[config.mk]
export PLATFORM = sky130hd
export DESIGN_NAME = mem_bank_prog_ctrl
export DESIGN_NICKNAME = d
export VERILOG_FILES = /design/src/rtl/mem_bank_prog_ctrl.sv
export SDC_FILE = /design/constraint.sdc
export NUM_CORES = 1
export LEC_CHECK = 0
export ABC_AREA = 1
export BUFFER_PORTS_ARGS = -buffer_cell sky130_fd_sc_hd__buf_2
export CORE_MARGIN = 10
export CORE_UTILIZATION = 46
export CTS_CLUSTER_DIAMETER = 200
export CTS_CLUSTER_SIZE = 8
export DETAILED_ROUTE_END_ITERATION = 12
export GPL_TIMING_DRIVEN = 1
export PLACE_DENSITY = 0.71
export SLEW_MARGIN = 30
export SYNTH_ARGS = -nofsm -noshare
export SYNTH_HDL_FRONTEND = slang
export SYNTH_SLANG_ARGS = --single-unit
[constraint.sdc]
create_clock -name clk -period 2.36 [get_ports clk]
set_input_delay 0.472 -clock clk [delete_from_list [all_inputs] [get_ports clk]]
set_output_delay 0.472 -clock clk [all_outputs]
set_load 0.1 [all_outputs]
[src/rtl/mem_bank_prog_ctrl.sv]
`default_nettype none
// ============================================================================
// mem_bank_prog_ctrl: streams bitstream words into one BL row, then strobes
// one-hot WL per row for a tiled memory-bank column chain.      Rev 1.0
// ============================================================================
module mem_bank_prog_ctrl #(
  parameter int NUM_BL   = 315,
  parameter int NUM_WL   = 4,
  parameter int DATA_W   = 8,
  parameter int WL_PULSE = 2,
  localparam int ROW_W   = (NUM_WL > 1) ? $clog2(NUM_WL) : 1
) (
  input  logic              clk,
  input  logic              reset,
  input  logic              start,
  input  logic [DATA_W-1:0] din,
  input  logic              din_valid,
  output logic              din_ready,
  output logic [NUM_BL-1:0] bl_out,
  output logic [NUM_WL-1:0] wl_out,
  output logic              busy,
  output logic              done,
  output logic [ROW_W-1:0]  row_idx
);

  localparam int CHUNKS  = (NUM_BL + DATA_W - 1) / DATA_W;
  localparam int CNT_W   = (CHUNKS > 1) ? $clog2(CHUNKS) : 1;
  localparam int PULSE_W = (WL_PULSE > 1) ? $clog2(WL_PULSE) : 1;
  localparam logic [CNT_W-1:0]   LAST_WORD  = CNT_W'(CHUNKS - 1);
  localparam logic [ROW_W-1:0]   LAST_ROW   = ROW_W'(NUM_WL - 1);
  localparam logic [PULSE_W-1:0] LAST_PULSE = PULSE_W'(WL_PULSE - 1);

  typedef enum logic [2:0] {
    IDLE  = 3'd0,
    LOAD  = 3'd1,
    WRITE = 3'd2,
    HOLD  = 3'd3,
    DONE  = 3'd4
  } state_t;

  state_t             state;
  logic [CNT_W-1:0]   word_cnt;
  logic [PULSE_W-1:0] pulse_cnt;
  logic [31:0]        shamt;
  logic [NUM_BL-1:0]  slice_data;
  logic [NUM_BL-1:0]  slice_mask;
  logic [NUM_BL-1:0]  bl_next;

  // Shifting in NUM_BL width drops the bits of the last word past the row end.
  assign shamt      = 32'(word_cnt) * DATA_W;
  assign slice_data = NUM_BL'(din) << shamt;
  assign slice_mask = NUM_BL'({DATA_W{1'b1}}) << shamt;
  assign bl_next    = (bl_out & ~slice_mask) | slice_data;

  always_ff @(posedge clk) begin
    if (reset) begin
      state     <= IDLE;
      word_cnt  <= '0;
      pulse_cnt <= '0;
      bl_out    <= '0;
      wl_out    <= '0;
      din_ready <= 1'b0;
      busy      <= 1'b0;
      done      <= 1'b0;
      row_idx   <= '0;
    end else begin
      case (state)
        IDLE, DONE: begin
          if (start) begin
            state     <= LOAD;
            din_ready <= 1'b1;
            busy      <= 1'b1;
            done      <= 1'b0;
            row_idx   <= '0;
            word_cnt  <= '0;
          end
        end
        LOAD: begin
          if (din_valid && din_ready) begin
            bl_out <= bl_next;
            if (word_cnt == LAST_WORD) begin
              // Last slice and WL rise share an edge; BL is then frozen.
              state     <= WRITE;
              din_ready <= 1'b0;
              pulse_cnt <= '0;
              wl_out    <= NUM_WL'(1) << row_idx;
            end else begin
              word_cnt <= word_cnt + 1'b1;
            end
          end
        end
        WRITE: begin
          if (pulse_cnt == LAST_PULSE) begin
            state  <= HOLD;
            wl_out <= '0;
          end else begin
            pulse_cnt <= pulse_cnt + 1'b1;
          end
        end
        HOLD: begin
          if (row_idx == LAST_ROW) begin
            state <= DONE;
            busy  <= 1'b0;
            done  <= 1'b1;
          end else begin
            state     <= LOAD;
            din_ready <= 1'b1;
            row_idx   <= row_idx + 1'b1;
            word_cnt  <= '0;
          end
        end
        default: begin
          state     <= IDLE;
          wl_out    <= '0;
          din_ready <= 1'b0;
        end
      endcase
    end
  end

endmodule
`default_nettype wire

# Word-level counts from Yosys, hierarchy flattened
# Cells that the tools add are included.
dict set report word_totals {
  out_inout_bits 324
  reg_bits 334
  wordCells 78
  in_bits 12
}
dict set report classes {
  n_eq_ne 13
  bitwise_logic 5
  n_mux 30
  shifts 3
  add_sub_neg 3
  n_reduce_logical 15
}
# op count
set ops {}
lappend ops {{$and A315 B315 Y315} 1}
lappend ops {{$not A315 Y315} 1}
lappend ops {{$or A315 B315 Y315} 1}
lappend ops {{$shl A8 B9 Y315} 1}
lappend ops {{$shl A8 B9 Y315 const A} 1}
lappend ops {{$mux W6} 4}
lappend ops {{$pmux W6 S3} 1}
lappend ops {{$mux W3} 5}
lappend ops {{$ne A2 B2 Y1 const B} 7}
lappend ops {{$mux W4} 3}
lappend ops {{$pmux W3 S4} 1}
lappend ops {{$pmux W4 S3} 1}
lappend ops {{$reduce_and A5 Y1} 2}
lappend ops {{$reduce_and A3 Y1} 3}
lappend ops {{$mux W1} 8}
lappend ops {{$reduce_and A4 Y1} 2}
lappend ops {{$add A6 B1 Y6 const B} 1}
lappend ops {{$eq A3 B2 Y1 const B} 2}
lappend ops {{$eq A6 B6 Y1 const B} 1}
lappend ops {{$pmux W1 S2} 3}
lappend ops {{$mux W2} 2}
lappend ops {{$pmux W1 S4} 1}
lappend ops {{$pmux W2 S2} 1}
lappend ops {{$reduce_bool A2 Y1} 2}
lappend ops {{other kinds (13)} 14}

# Logic depth before layout (Yosys ltp)
# Gate-level depths: netlist (run 1).
dict set report depth {
  ltp_word 4
  mapped_depth 10
  ltp_nobuf 9
}

# Worst setup path after synthesis (run 1)
# No wires, ideal clock.
dict set report synth_timing {
  path_kind {register to register}
  from {reg din_ready}
  to {reg bl_out[304]}
  t_arrival_ps 1987
  path_slack_ps 241
  n_path_buf 1
  synth_period_minus_slack_ps 2119
  setup_ps 132
  stages_incl_launch_ff 9
  t_required_ps 2228
  path_cell_list {dfxtp_1 -> nand2_1 -> inv_1 -> nand2_2 -> nor2_1 -> buf_2 -> nand2_1 -> nand2_1 -> a21oi_1}
}
dict set report synth_via {
  elab_chain_len 2
}
# item line
set synth_lines {}
lappend synth_lines {{start: declaration} 18} ;# output logic din_ready,
lappend synth_lines {{start signal: assignment} 62} ;# din_ready <= 1'b0;
lappend synth_lines {{start signal: assignment} 71} ;# din_ready <= 1'b1;
lappend synth_lines {{start signal: assignment} 84} ;# din_ready <= 1'b0;
lappend synth_lines {{$logic_and A1 B1 Y1} 79} ;# if (din_valid && din_ready) begin
lappend synth_lines {{$reduce_and A2 Y1 (no line)} --}
lappend synth_lines {{end signal: assignment} 80} ;# bl_out <= bl_next;
lappend synth_lines {{end: declaration} 19} ;# output logic [NUM_BL-1:0] bl_out,
# No other way between the ends.
# A chain may end at the register's enable or synchronous reset.

# Worst setup path in the final report (run 1)
dict set report layout_timing {
  from {reg word_cnt[0]}
  to {reg bl_out[150]}
}
dict set report layout_via {
  elab_chain_len 4
  elab_cells_between_ends 5
  classes_between {2 x shift; 3 x bitwise}
}
# item line
set layout_lines {}
lappend layout_lines {{start: declaration} 42} ;# logic [CNT_W-1:0] word_cnt;
lappend layout_lines {{start signal: assignment} 88} ;# word_cnt <= word_cnt + 1'b1;
lappend layout_lines {{$shl A8 B9 Y315} 52} ;# assign slice_mask = NUM_BL'({DATA_W{1'b1}}) << shamt;
lappend layout_lines {{$not A315 Y315} 53} ;# assign bl_next = (bl_out & ~slice_mask) | slice_data;
lappend layout_lines {{$and A315 B315 Y315} 53}
lappend layout_lines {{$or A315 B315 Y315 *} 53}
# Every way passes the cells marked *; elsewhere a longest branch is shown, timed or not.

==> impl_metrics.prom, run 1 <==
# TYPE chip_impl_metric gauge
chip_impl_info{name="outcome",value="complete, no violations"} 1
chip_impl_metric{name="layout_setup_ws",unit="ns"} 0.2371
chip_impl_metric{name="slew_viol_final",unit=""} 0
chip_impl_metric{name="detailedPlacementHpwl",unit="um"} 35770
chip_impl_metric{name="cp.required",unit="ns"} 2.72
chip_impl_info{name="critPathSlowestCell",value="sky130_fd_sc_hd__dfxtp_1"} 1
chip_impl_metric{name="drc",unit=""} 0
chip_impl_info{name="hold_class",value="primary input to flip-flop"} 1
chip_impl_metric{name="share_seq_of_total_power",unit=""} 0.463
chip_impl_metric{name="placementRows",unit=""} 61
chip_impl_metric{name="syn_avg_cell_area",unit="sq um"} 7.300
chip_impl_metric{name="floorplan.die.height",unit="um"} 187.7
chip_impl_metric{name="grt_pass1_wl",unit="um"} 75310
chip_impl_metric{name="drv.max_cap_violation_count",unit=""} 0
chip_impl_metric{name="whs",unit="ns"} 0.1386
chip_impl_metric{name="clockBufferDepth",unit=""} 3
chip_impl_metric{name="maxSlewHeadroom",unit=""} 0.4632
chip_impl_metric{name="switching_fraction_of_total_power",unit=""} 0.2418
chip_impl_metric{name="worst_vdd_ir",unit="mV"} 0.4858
chip_impl_metric{name="drt_first_iter_violations",unit=""} 1212
chip_impl_metric{name="finish.utilization",unit=""} 0.5885
chip_impl_metric{name="synth.yosys.warnings",unit=""} 0
chip_impl_metric{name="die_area",unit="sq um"} 35250
chip_impl_metric{name="worst_setup_timing_slack_at_the_placement_stage",unit="ns"} 0.1397
chip_impl_info{name="root_buffer",value="sky130_fd_sc_hd__clkbuf_16"} 1
chip_impl_metric{name="ff2ff_setup_slack",unit="ns"} 0.24
chip_impl_metric{name="worst_path_largest_cell_delay",unit="ns"} 0.39
chip_impl_metric{name="ys_seq_area_frac",unit=""} 0.5166
chip_impl_metric{name="tritoncts.num_buffers",unit=""} 47
chip_impl_info{name="end_point_of_the_critical_path",value="bl_out[150]$_SDFFE_PP0P_"} 1
chip_impl_metric{name="power_per_cell_area",unit="nW/um^2"} 755.7
chip_impl_metric{name="drtAntennaViolNets",unit=""} 0
chip_impl_metric{name="cts_htree_levels",unit=""} 2
chip_impl_metric{name="r2r.worst_path.cells",unit=""} 7
chip_impl_metric{name="syn-instance-count",unit=""} 1773
chip_impl_metric{name="power.static_leakage",unit="nW"} 6.630
chip_impl_metric{name="post-cts-setup-buffers",unit=""} 0
chip_impl_metric{name="clkLatencyLatePin",unit="ns"} 0.53
chip_impl_metric{name="synth_area",unit="sq um"} 12940
chip_impl_metric{name="worstSetupPathDepth",unit=""} 7
chip_impl_metric{name="area_growth",unit="%"} 26.32
chip_impl_metric{name="critical_path_arrival",unit="ns"} 2.48
chip_impl_metric{name="setup_viol_count_final",unit=""} 0
chip_impl_metric{name="antenna_violations_before_repair",unit=""} 5
chip_impl_info{name="critical_path.reg2reg.endpoint",value="bl_out[150]$_SDFFE_PP0P_"} 1
chip_impl_metric{name="drt-total-wl",unit="um"} 49780
chip_impl_metric{name="worstMarginPinSlew",unit="ns"} 0.7991
chip_impl_metric{name="fin_tns_setup",unit="ns"} 0
chip_impl_metric{name="fill_cells",unit=""} 2626
chip_impl_metric{name="max_freq",unit="MHz"} 471.1
chip_impl_metric{name="cts_sinks",unit=""} 334
chip_impl_info{name="crit_chain",value="inv_2 -> ha_1 -> inv_1 -> nor3_1 -> nand3_1 -> nand2_1 -> a21oi_1"} 1
chip_impl_metric{name="cp_max_fo",unit=""} 20
chip_impl_info{name="criticalPathCategory",value="flip-flop to flip-flop"} 1
chip_impl_metric{name="switchingPower",unit="W"} 0.002988
chip_impl_metric{name="number_of_global_route_vias_before_repair",unit=""} 12597
chip_impl_info{name="worstSetupEndpointType",value="flip-flop"} 1
chip_impl_metric{name="first_pass_iters",unit=""} 5
chip_impl_metric{name="vias_per_cell",unit=""} 5.468
chip_impl_metric{name="timing.hold.worst_path_depth",unit=""} 2
chip_impl_metric{name="worst_clk_skew",unit="ns"} 0.01746
chip_impl_metric{name="worst-path-buf-inv",unit=""} 2
chip_impl_metric{name="internal-power",unit="W"} 0.009367
chip_impl_metric{name="start_util",unit=""} 0.4659
chip_impl_metric{name="mappedNetlistNets",unit=""} 1794
chip_impl_metric{name="clkPwrFrac",unit=""} 0.465
chip_impl_metric{name="post_route_cells_drive_above_1_share",unit=""} 0.2189
chip_impl_info{name="postSynth.topFlopCell",value="sky130_fd_sc_hd__dfxtp_1"} 1
chip_impl_metric{name="detail_route.wl_per_cell",unit="um"} 20.02
chip_impl_metric{name="grtUsageTotal",unit=""} 0.2666
chip_impl_metric{name="synthArstFlopShare",unit=""} 0
chip_impl_metric{name="final.min_clock_period",unit="ns"} 2.123
chip_impl_metric{name="number_of_synthesized_flops_with_an_enable_pin",unit=""} 0
chip_impl_metric{name="hold_viol",unit=""} 0
chip_impl_metric{name="number_of_different_library_cells_in_the_post_synthesis_netlist",unit=""} 22
chip_impl_metric{name="placeableCoreArea",unit="sq um"} 27780
chip_impl_info{name="worst_setup_start_kind",value="flip-flop"} 1
chip_impl_metric{name="power.combinational.fraction",unit=""} 0.072
chip_impl_metric{name="globalplace.congestion",unit=""} 0.9388
chip_impl_info{name="timing.critical_path.from",value="word_cnt[0]$_SDFFE_PP0P_"} 1
chip_impl_metric{name="detailroute.via_count",unit=""} 13593
chip_impl_metric{name="clk_pin_slew",unit="ns"} 0.06
chip_impl_metric{name="grt_max_degree",unit=""} 170
chip_impl_metric{name="period_share",unit=""} 0.8995
chip_impl_info{name="cts_tree",value="built"} 1
chip_impl_metric{name="io_buffer_count",unit=""} 335
chip_impl_info{name="grt_setup_unrepaired",value="no"} 1
chip_impl_metric{name="grt_overflow",unit=""} 0
chip_impl_metric{name="floorplan.die.width",unit="um"} 187.7
chip_impl_metric{name="num-nets-final",unit=""} 2127
chip_impl_info{name="regToRegStartpoint",value="word_cnt[0]$_SDFFE_PP0P_"} 1
chip_impl_info{name="crit_family",value="simple AND/OR/NAND/NOR gates"} 1
chip_impl_metric{name="ys_ff_latch",unit=""} 334
chip_impl_metric{name="io_pins",unit=""} 336
==> worst min path at each step <==
stage	from	endpoint	slack, ns
2_1_floorplan	pulse_cnt$_SDFFE_PP0P_	pulse_cnt$_SDFFE_PP0P_	0.45
3_3_place_gp	done$_SDFFE_PP0P_	done$_SDFFE_PP0P_	0.45
3_5_place_dp	done$_SDFFE_PP0P_	done$_SDFFE_PP0P_	0.45
4_1_cts	reset	done$_SDFFE_PP0P_	0.13
5_1_grt	reset	done$_SDFFE_PP0P_	0.14
6_report	reset	row_idx[1]$_SDFFE_PP0P_	0.14
==> power groups by stage <==
stage | sequential (W) | combinational (W) | clock [W]
after floorplan | 0.00593 | 0.000409 | 0
after global placement | 0.00583 | 0.000871 | 0
after detailed placement | 0.00583 | 0.000867 | 0
after CTS | 0.00572 | 0.000869 | 0.00579
after global routing | 0.00572 | 0.000929 | 0.00604
final | 0.00573 | 0.000887 | 0.00574
==> state kept, by name (all words and copies together), names as in the netlist <==
register	count
row_idx	2
bl_out	315
din_ready	1
wl_out	4
done	1
word_cnt	6
pulse_cnt	1
busy	1
state	3
==> layout by cell type, fill, tap and decap left out, types with 3 or more instances in the layout <==
cell,Yosys,final
sky130_fd_sc_hd__inv_1,24,24
sky130_fd_sc_hd__buf_2,21,334
sky130_fd_sc_hd__ha_1,9,9
sky130_fd_sc_hd__nor2_1,105,102
sky130_fd_sc_hd__o21ai_0,3,3
sky130_fd_sc_hd__inv_2,3,3
sky130_fd_sc_hd__nor2_2,2,4
sky130_fd_sc_hd__dfxtp_1,334,332
sky130_fd_sc_hd__nand3_2,9,9
sky130_fd_sc_hd__buf_4,22,44
sky130_fd_sc_hd__nand3_1,60,60
sky130_fd_sc_hd__nand2_1,710,710
sky130_fd_sc_hd__nor3_1,72,71
sky130_fd_sc_hd__clkbuf_16,0,47
sky130_fd_sc_hd__buf_12,0,9
sky130_fd_sc_hd__a21oi_1,329,329
==> layer usage <==
metal / vias up / routed length [um] / GRT usage
li1: 6410 / - / -
met1: 6344 / 20410 / 0.3422
met2: 735 / 22930 / 0.4241
met3: 100 / 4717 / 0.06475
met4: 4 / 1700 / 0.1031
met5: - / 21 / 0
==> what timing repair did <==
item,in CTS,in global routing
hold buffers,0,0
endpoints found under the setup margin,0,12
resized for setup,0,2
==> layout make-up <==
cell class	instances	area [sq um]	area share
Multi-Input combinational cell	1306	5679	0.3473
Clock buffer	48	1190	0.07277
Tap cell	378	473.0	0.02893
Sequential cell	334	6689	0.4091
Inverter	29	108.9	0.006657
Timing Repair Buffer	388	2197	0.1344
Clock inverter	1	8.758	0.0005357
Antenna cell	2	5.005	0.0003061
==> stage by stage <==
stage | area [sq um] | total power [W] | cells
final | 16350 | 0.01236 | 2486
after detailed placement | 15140 | 0.006701 | 2435
after global routing | 16350 | 0.01269 | 2486
after floorplan | 12940 | 0.006341 | 1773
after global placement | 15140 | 0.006703 | 2435
after CTS | 16340 | 0.01238 | 2484
==> kinds of logic after synthesis <==
family,after synthesis,share of synthesized area
and+or+nand+nor,963,0.2983
DFF,334,0.5166
adders and majority gates,9,0.008700
AOI/OAI and AO/OA,334,0.1294
buffers and inverters,133,0.04698
==> cell usage after synthesis (9+ instances only) <==
master                     count  share of area
sky130_fd_sc_hd__a21oi_1     329           0.13
sky130_fd_sc_hd__nand3_2       9         0.0070
sky130_fd_sc_hd__nor2_1      105          0.030
sky130_fd_sc_hd__ha_1          9         0.0087
sky130_fd_sc_hd__buf_2        21         0.0081
sky130_fd_sc_hd__buf_4        22          0.013
sky130_fd_sc_hd__nor3_1       72          0.028
sky130_fd_sc_hd__clkbuf_1     58          0.017
sky130_fd_sc_hd__nand3_1      60          0.023
sky130_fd_sc_hd__nand2_1     710           0.21
sky130_fd_sc_hd__inv_1        24         0.0070
sky130_fd_sc_hd__dfxtp_1     334           0.52
No activity file was read; power rests on OpenSTA's default activity.
==> run 2: changes to the inputs <==
--- a/config.mk
+++ b/config.mk
@@ -5,7 +5,7 @@
 export SDC_FILE = /design/constraint.sdc
 export NUM_CORES = 1
 export LEC_CHECK = 0
-export ABC_AREA = 1
+export ABC_AREA = 0
 export BUFFER_PORTS_ARGS = -buffer_cell sky130_fd_sc_hd__buf_2
 export CORE_MARGIN = 10
 export CORE_UTILIZATION = 46
@@ -13,7 +13,8 @@
 export CTS_CLUSTER_SIZE = 8
 export DETAILED_ROUTE_END_ITERATION = 12
 export GPL_TIMING_DRIVEN = 1
-export PLACE_DENSITY = 0.71
+export PLACE_DENSITY = 0.73
+export SETUP_SLACK_MARGIN = 0.05
 export SLEW_MARGIN = 30
 export SYNTH_ARGS = -nofsm -noshare
 export SYNTH_HDL_FRONTEND = slang
==> run 2 against run 1 <==
Compared with the run above:
- register-to-register slack about the same
- via count decreased by 31%
- clock power increased by 2%
- utilization increased by 2.9 points
- critical endpoint is now bl_out[307]$_SDFFE_PP0P_
- critical path type unchanged
- sequential share of layout area increased by 5.1 points
- design area decreased by 11%
- global-route usage decreased by 2.3 points
- final cell count decreased by 36%
==> impl_metrics.prom, run 2 <==
# TYPE chip_impl_metric gauge
chip_impl_metric{name="complex_gate_fraction_of_the_synthesized_area",unit=""} 0.2861
chip_impl_metric{name="synthAdderAreaFrac",unit=""} 0.01020
chip_impl_metric{name="detailedPlacementHpwl",unit="um"} 28230
chip_impl_metric{name="grt_pass1_wl",unit="um"} 59550
chip_impl_metric{name="detailroute.via_count",unit=""} 9407
chip_impl_metric{name="post-synth-top-area-fraction",unit=""} 0.6056
chip_impl_info{name="root_buffer",value="sky130_fd_sc_hd__clkbuf_16"} 1
chip_impl_metric{name="synthArstFlopShare",unit=""} 0
chip_impl_metric{name="ff2ff_setup_slack",unit="ns"} 0.24
chip_impl_metric{name="tritoncts.num_buffers",unit=""} 47
chip_impl_info{name="grt_setup_unrepaired",value="no"} 1
chip_impl_metric{name="globalplace.congestion",unit=""} 0.8396
chip_impl_metric{name="maxSlewHeadroom",unit=""} 0.3940
chip_impl_metric{name="final.min_clock_period",unit="ns"} 2.116
chip_impl_metric{name="vias_per_cell",unit=""} 5.872
chip_impl_metric{name="start_util",unit=""} 0.4690
chip_impl_metric{name="cp.required",unit="ns"} 2.78
chip_impl_metric{name="syn_avg_cell_area",unit="sq um"} 12.07
chip_impl_metric{name="setup_viol_count_final",unit=""} 0
chip_impl_metric{name="synth_simple_gate_area_share",unit=""} 0.06289
chip_impl_info{name="layout.cells.most_common",value="sky130_fd_sc_hd__buf_2"} 1
chip_impl_info{name="synth_commonest_cells",value="sky130_fd_sc_hd__dfxtp_1 (334), sky130_fd_sc_hd__a22o_1 (319), sky130_fd_sc_hd__a21oi_1 (46)"} 1
chip_impl_metric{name="io_pins",unit=""} 336
chip_impl_metric{name="detail_route.wl_per_cell",unit="um"} 24.56
chip_impl_metric{name="largest_register_ff_count",unit=""} 315
chip_impl_info{name="critPathSlowestCell",value="sky130_fd_sc_hd__nor4_4"} 1
chip_impl_metric{name="cts_sinks",unit=""} 334
chip_impl_metric{name="total_power",unit="W"} 0.01186
chip_impl_metric{name="ys_seq_area_frac",unit=""} 0.6056
chip_impl_metric{name="cp_max_fo",unit=""} 13
chip_impl_metric{name="slew_viol_final",unit=""} 0
chip_impl_metric{name="worstMarginPinSlew",unit="ns"} 0.9091
chip_impl_metric{name="grtUsageTotal",unit=""} 0.2440
chip_impl_metric{name="drc",unit=""} 0
chip_impl_info{name="crit_chain",value="or2_1 -> nor4_4 -> buf_4 -> a21oi_1 -> a22o_1"} 1
chip_impl_metric{name="period_share",unit=""} 0.8968
chip_impl_metric{name="muxShareOfSynthArea",unit=""} 0.0009065
chip_impl_metric{name="worst_clk_skew",unit="ns"} 0.02566
chip_impl_info{name="final_cell_mix",value="sky130_fd_sc_hd__buf_2 (335), sky130_fd_sc_hd__dfxtp_1 (333), sky130_fd_sc_hd__a22o_1 (319)"} 1
chip_impl_metric{name="post_cts_resized",unit=""} 0
chip_impl_metric{name="critical_path_arrival",unit="ns"} 2.54
chip_impl_info{name="hold_class",value="primary input to flip-flop"} 1
chip_impl_metric{name="worst_setup_timing_slack_at_the_placement_stage",unit="ns"} 0.1368
chip_impl_metric{name="hold_viol",unit=""} 0
chip_impl_metric{name="post-cts-setup-buffers",unit=""} 0
chip_impl_metric{name="cts_htree_levels",unit=""} 2
chip_impl_info{name="biggestRegsByFlops",value="bl_out (315), word_cnt (6), wl_out (4)"} 1
chip_impl_info{name="netlist.top_cell.by_area",value="sky130_fd_sc_hd__dfxtp_1"} 1
chip_impl_metric{name="die_area",unit="sq um"} 30600
chip_impl_metric{name="layout_setup_ws",unit="ns"} 0.2437
chip_impl_metric{name="drtAntennaViolNets",unit=""} 0
chip_impl_metric{name="number_of_different_library_cells_in_the_post_synthesis_netlist",unit=""} 36
chip_impl_metric{name="synth_xor_area_frac",unit=""} 0
chip_impl_metric{name="grt_met2_use",unit=""} 0.3950
chip_impl_metric{name="worst_vdd_ir",unit="mV"} 0.4879
chip_impl_metric{name="worst_path_largest_cell_delay",unit="ns"} 0.46
chip_impl_info{name="postSynth.topFlopCell",value="sky130_fd_sc_hd__dfxtp_1"} 1
chip_impl_metric{name="power_per_cell_area",unit="nW/um^2"} 815.7
chip_impl_metric{name="power.static_leakage",unit="nW"} 6.891
chip_impl_metric{name="placementRows",unit=""} 56
chip_impl_info{name="criticalPathCategory",value="flip-flop to flip-flop"} 1
chip_impl_info{name="outcome",value="complete, no violations"} 1
chip_impl_metric{name="mappedNetlistNets",unit=""} 936
chip_impl_metric{name="grt_overflow",unit=""} 0
chip_impl_metric{name="floorplan.die.width",unit="um"} 174.9
chip_impl_metric{name="floorplan.die.height",unit="um"} 174.9
chip_impl_metric{name="clk_pin_slew",unit="ns"} 0.05
chip_impl_metric{name="clkLatencyLatePin",unit="ns"} 0.54
chip_impl_metric{name="max_freq",unit="MHz"} 472.5
chip_impl_metric{name="synth_area",unit="sq um"} 11040
chip_impl_metric{name="clockBufferDepth",unit=""} 3
chip_impl_metric{name="io_buffer_count",unit=""} 335
chip_impl_info{name="worst_setup_start_kind",value="flip-flop"} 1
chip_impl_metric{name="fill_cells",unit=""} 1965
chip_impl_info{name="cts_tree",value="built"} 1
chip_impl_metric{name="grt_util_met3",unit=""} 0.08623
chip_impl_metric{name="antenna_violations_before_repair",unit=""} 2
chip_impl_metric{name="syn-instance-count",unit=""} 915
chip_impl_metric{name="grt_util_met1",unit=""} 0.3029
chip_impl_info{name="yosysMostFrequentCell",value="sky130_fd_sc_hd__dfxtp_1"} 1
chip_impl_metric{name="post_route_cells_drive_above_1_share",unit=""} 0.3612
chip_impl_metric{name="number_of_global_route_vias_before_repair",unit=""} 9441
chip_impl_metric{name="fin_tns_setup",unit="ns"} 0
chip_impl_metric{name="area_growth",unit="%"} 31.68
chip_impl_metric{name="cts_hold_repair.buffers",unit=""} 0
chip_impl_info{name="worstSetupEndpointType",value="flip-flop"} 1
chip_impl_metric{name="placeableCoreArea",unit="sq um"} 23540
chip_impl_metric{name="drt-total-wl",unit="um"} 39340
chip_impl_info{name="main_combinational_cell_family_by_area_after_synthesis",value="compound AO/OA/AOI/OAI gates"} 1
chip_impl_metric{name="ys_ff_latch",unit=""} 334
chip_impl_metric{name="synth.yosys.warnings",unit=""} 0
chip_impl_metric{name="drt_first_iter_violations",unit=""} 785
chip_impl_metric{name="number_of_synthesized_flops_with_an_enable_pin",unit=""} 0
chip_impl_info{name="most_used_routing_layer_in_global_routing",value="met2"} 1
chip_impl_metric{name="grt_max_degree",unit=""} 23
chip_impl_metric{name="finish.utilization",unit=""} 0.6176
chip_impl_metric{name="first_pass_iters",unit=""} 5
chip_impl_info{name="synthTopCellsByArea",value="sky130_fd_sc_hd__dfxtp_1 (61%), sky130_fd_sc_hd__a22o_1 (25%), sky130_fd_sc_hd__a21oi_1 (2.1%)"} 1
chip_impl_metric{name="drv.max_cap_violation_count",unit=""} 0
chip_impl_info{name="regMostFlops",value="bl_out"} 1
chip_impl_metric{name="num-nets-final",unit=""} 1301
run 2: worst max-delay path: cells and delay by family, from the launching register on:
kind	cells	cell delay, ns
AOI/OAI and AO/OA	2	0.48
DFF	1	0.37
and+or+nand+nor	2	0.86
buffers and inverters	1	0.28
run 2: path summary, 6_finish.rpt:
check | start | to | cells after the start
max | word_cnt[4]$_SDFFE_PP0P_ | bl_out[307]$_SDFFE_PP0P_ | 5
min | start | state[0]$_SDFFE_PP0P_ | 3
max reg2reg | word_cnt[4]$_SDFFE_PP0P_ | bl_out[307]$_SDFFE_PP0P_ | 5
min reg2reg | bl_out[53]$_SDFFE_PP0P_ | bl_out[53]$_SDFFE_PP0P_ | 1
run 2: per-stage QoR:
stage	cell area [sq um]	hold WS (ns)	instances
after floorplan	11040	0.4780	915
after global placement	13300	0.4509	1550
after detailed placement	13300	0.4499	1550
after CTS	14540	0.2246	1601
after global routing	14540	0.2685	1602
final	14540	0.2412	1602
run 2: power by group:
part           switching (W)  internal [W]  total (W)
clock                0.00226       0.00358    0.00584
sequential        0.00000676       0.00566    0.00567
combinational       0.000269     0.0000811   0.000350
run 2: final cells by class:
type                    count  area [sq um]  area share
diodes                      1         2.502   0.0001721
repair buffers            398          2200      0.1513
well taps                 319         399.1     0.02745
clock inverters             2         25.02    0.001721
flip-flops and latches    334          6688      0.4599
clock buffers              49          1215     0.08356
multi-input cells         492          3985      0.2741
inverters                   7         26.28    0.001807
run 2: kinds of logic (layout without fill, tap and decap cells):
family / Yosys count / in the layout
AOI/OAI and AO/OA: 385 / 385
DFF: 334 / 334
and+or+nand+nor: 97 / 97
buffers and inverters: 89 / 456
adders and majority gates: 9 / 9
muxes: 1 / 1
other: 0 / 1
run 2: layer usage:
layer  share of wire  wire length, um
met1            0.42            16420
met2            0.46            18110
met3            0.10             4056
met4           0.019              741
met5         0.00028               11
==> run 3: changes to the inputs <==
==> constraint.sdc (replaced) <==
create_clock -name clk -period 2.6 [get_ports clk]
set_input_delay 0.52 -clock clk [delete_from_list [all_inputs] [get_ports clk]]
set_output_delay 0.52 -clock clk [all_outputs]
set_load 0.1 [all_outputs]
==> run 3 against run 2 <==
Compared with the run above:
- clock skew is 0.013 ns lower
- critical path type unchanged
- largest cell class unchanged
- sequential share of layout area is 0.41 points higher
- clock power is 9.4% lower
==> impl_metrics.prom, run 3 (synthesis gave the netlist of run 2 again) <==
# TYPE chip_impl_metric gauge
chip_impl_metric{name="grt_util_met3",unit=""} 0.08860
chip_impl_metric{name="grt_util_met1",unit=""} 0.3089
chip_impl_info{name="grt_setup_unrepaired",value="no"} 1
chip_impl_info{name="worst_setup_start_kind",value="flip-flop"} 1
chip_impl_info{name="critical_path.reg2reg.endpoint",value="bl_out[55]$_SDFFE_PP0P_"} 1
chip_impl_metric{name="area_growth",unit="%"} 30.53
chip_impl_metric{name="layout.area.seq",unit="sq um"} 6688
chip_impl_metric{name="period_share",unit=""} 0.8694
chip_impl_metric{name="final.min_clock_period",unit="ns"} 2.260
chip_impl_metric{name="worst-path-buf-inv",unit=""} 1
chip_impl_info{name="cts_tree",value="built"} 1
chip_impl_metric{name="maxSlewHeadroom",unit=""} 0.3662
chip_impl_metric{name="detailedPlacementHpwl",unit="um"} 27330
chip_impl_metric{name="fin_cells",unit=""} 1581
chip_impl_info{name="regMostFlops",value="bl_out"} 1
chip_impl_metric{name="cts_hold_repair.buffers",unit=""} 0
chip_impl_metric{name="slew_viol_final",unit=""} 0
chip_impl_metric{name="grt_met2_use",unit=""} 0.3776
chip_impl_info{name="regToRegStartpoint",value="word_cnt[3]$_SDFFE_PP0P_"} 1
chip_impl_metric{name="placementRows",unit=""} 56
chip_impl_metric{name="first_pass_iters",unit=""} 5
chip_impl_metric{name="floorplan.die.height",unit="um"} 174.9
chip_impl_metric{name="clkPwrFrac",unit=""} 0.493
chip_impl_metric{name="power.static_leakage",unit="nW"} 6.792
chip_impl_info{name="root_buffer",value="sky130_fd_sc_hd__clkbuf_16"} 1
chip_impl_metric{name="floorplan.die.width",unit="um"} 174.9
chip_impl_info{name="most_used_routing_layer_in_global_routing",value="met2"} 1
chip_impl_metric{name="dp_cells",unit=""} 1530
chip_impl_metric{name="drv.max_cap_violation_count",unit=""} 0
chip_impl_metric{name="num_antenna_cells",unit=""} 0
chip_impl_metric{name="post_route_cells_drive_above_1_share",unit=""} 0.3510
chip_impl_metric{name="clkLatencyLatePin",unit="ns"} 0.53
chip_impl_metric{name="vias_per_cell",unit=""} 5.871
chip_impl_metric{name="largest_register_ff_count",unit=""} 315
chip_impl_metric{name="share_seq_of_total_power",unit=""} 0.479
chip_impl_metric{name="io_buffer_count",unit=""} 335
chip_impl_metric{name="worst_clk_skew",unit="ns"} 0.01306
chip_impl_metric{name="fill_cells",unit=""} 1937
chip_impl_metric{name="worstMarginPinSlew",unit="ns"} 0.9508
chip_impl_metric{name="hold_viol",unit=""} 0
chip_impl_info{name="biggestRegsByFlops",value="bl_out (315), word_cnt (6), wl_out (4)"} 1
chip_impl_info{name="hold_path.startpoint",value="start"} 1
chip_impl_info{name="critPathSlowestCell",value="sky130_fd_sc_hd__a21oi_1"} 1
chip_impl_metric{name="timing.hold.worst_path_depth",unit=""} 3
chip_impl_metric{name="post_cts_resized",unit=""} 0
chip_impl_info{name="hold_class",value="primary input to flip-flop"} 1
chip_impl_metric{name="drtAntennaViolNets",unit=""} 0
chip_impl_metric{name="die_area",unit="sq um"} 30600
chip_impl_info{name="layout.cells.most_common",value="sky130_fd_sc_hd__buf_2"} 1
chip_impl_metric{name="cts_htree_levels",unit=""} 2
chip_impl_metric{name="clockBufferDepth",unit=""} 3
chip_impl_metric{name="critical_path_arrival",unit="ns"} 2.72
chip_impl_info{name="worstSetupEndpointType",value="flip-flop"} 1
chip_impl_metric{name="post-cts-setup-buffers",unit=""} 0
chip_impl_metric{name="grtUsageTotal",unit=""} 0.2435
chip_impl_metric{name="drc",unit=""} 0
chip_impl_metric{name="num-nets-final",unit=""} 1281
chip_impl_metric{name="detail_route.wl_per_cell",unit="um"} 24.77
chip_impl_metric{name="cp_max_fo",unit=""} 18
chip_impl_info{name="criticalPathCategory",value="flip-flop to flip-flop"} 1
chip_impl_metric{name="switchingPower",unit="W"} 0.002289
chip_impl_metric{name="cts_sinks",unit=""} 334
chip_impl_metric{name="drt_first_iter_violations",unit=""} 722
chip_impl_metric{name="cp.required",unit="ns"} 3.06
chip_impl_info{name="crit_chain",value="or2_1 -> nor4_4 -> buf_12 -> a21oi_1 -> a22o_1"} 1
chip_impl_metric{name="total_power",unit="W"} 0.01074
chip_impl_metric{name="grt_overflow",unit=""} 0
chip_impl_metric{name="multi_input_area",unit="sq um"} 3985
chip_impl_metric{name="switching_fraction_of_total_power",unit=""} 0.2131
chip_impl_metric{name="number_of_global_route_vias_before_repair",unit=""} 9448
chip_impl_metric{name="placeableCoreArea",unit="sq um"} 23540
chip_impl_metric{name="tritoncts.num_buffers",unit=""} 47
chip_impl_metric{name="max_freq",unit="MHz"} 442.4
chip_impl_metric{name="fin_tns_setup",unit="ns"} 0
chip_impl_metric{name="ff2ff_setup_slack",unit="ns"} 0.34
chip_impl_metric{name="finish.utilization",unit=""} 0.6122
chip_impl_metric{name="worst_vdd_ir",unit="mV"} 0.4404
chip_impl_metric{name="io_pins",unit=""} 336
chip_impl_metric{name="setup_viol_count_final",unit=""} 0
chip_impl_metric{name="start_util",unit=""} 0.4690
chip_impl_metric{name="whs",unit="ns"} 0.2841
chip_impl_info{name="final_cell_mix",value="sky130_fd_sc_hd__buf_2 (335), sky130_fd_sc_hd__dfxtp_1 (333), sky130_fd_sc_hd__a22o_1 (319)"} 1
chip_impl_info{name="crit_family",value="compound AO/OA/AOI/OAI gates"} 1
chip_impl_metric{name="clk_pin_slew",unit="ns"} 0.05
chip_impl_metric{name="antenna_violations_before_repair",unit=""} 0
chip_impl_metric{name="globalplace.congestion",unit=""} 0.8146
chip_impl_metric{name="drt-total-wl",unit="um"} 39160
chip_impl_metric{name="power.combinational.fraction",unit=""} 0.028
chip_impl_metric{name="grt_max_degree",unit=""} 37
chip_impl_metric{name="detailroute.via_count",unit=""} 9282
chip_impl_metric{name="r2r.worst_path.cells",unit=""} 5
chip_impl_info{name="timing.hold.worst_endpoint",value="state[0]$_SDFFE_PP0P_"} 1
chip_impl_metric{name="grt_pass1_wl",unit="um"} 59180
chip_impl_metric{name="internal-power",unit="W"} 0.008452
chip_impl_metric{name="worst_path_largest_cell_delay",unit="ns"} 0.70
chip_impl_info{name="outcome",value="complete, no violations"} 1
chip_impl_metric{name="power_per_cell_area",unit="nW/um^2"} 745.3
## run 3: cell types whose count changed in the layout (fill, tap and decap cells not counted), sizes merged
cell   previous run  this run
buf             398       378
diode             1         0
## run 3: cell type report
type                       instances  share of cell area
timing repair buffer             378              0.1439
inverter                           7            0.001823
multi-input combinational        492              0.2765
tap                              319             0.02769
sequential                       334              0.4640
clock inverter                     2            0.001736
clock buffer                      49             0.08430
## run 3: worst max path at each step
stage          slack (ns)                  endpoint                startpoint  depth (start not counted)
2_1_floorplan        0.32  word_cnt[3]$_SDFFE_PP0P_   row_idx[1]$_SDFFE_PP0P_                          5
3_3_place_gp         0.31  bl_out[306]$_SDFFE_PP0P_                 din_valid                          7
3_5_place_dp         0.31  bl_out[307]$_SDFFE_PP0P_                 din_valid                          7
4_1_cts              0.32  bl_out[161]$_SDFFE_PP0P_     state[0]$_SDFFE_PP0P_                          6
5_1_grt              0.15  bl_out[166]$_SDFFE_PP0P_     state[0]$_SDFFE_PP0P_                          6
6_report             0.34   bl_out[55]$_SDFFE_PP0P_  word_cnt[3]$_SDFFE_PP0P_                          5
## run 3: per-layer routing
metal | vias up | wire, um
li1 | 4163 | -
met1 | 4504 | 16670
met5 | - | 0
met2 | 543 | 17310
met4 | 0 | 941
met3 | 72 | 4229
## run 3: worst reg2reg max path, delay by kind of cell (launching register included)
family,cells,cell delay (ns)
AND/OR/NAND/NOR,2,0.56
flip-flops,1,0.50
AO/OA/AOI/OAI,2,0.96
buffers and inverters,1,0.18
## run 3: metrics by stage
| stage | setup WS [ns] | cell area (sq um) |
|---|---|---|
| floorplan | 0.3203 | 11040 |
| global placement | 0.3120 | 13170 |
| detailed placement | 0.3081 | 13170 |
| CTS | 0.3217 | 14410 |
| global route | 0.1534 | 14410 |
| finish | 0.3396 | 14410 |
## run 3: power groups by stage
| stage | combinational [W] | clock (W) | sequential (W) |
|---|---|---|---|
| finish | 0.000304 | 0.00529 | 0.00515 |
| global route | 0.000322 | 0.00555 | 0.00514 |
| CTS | 0.000302 | 0.00534 | 0.00515 |
| detailed placement | 0.000300 | 0 | 0.00525 |
| global placement | 0.000299 | 0 | 0.00525 |
| floorplan | 0.000155 | 0 | 0.00528 |
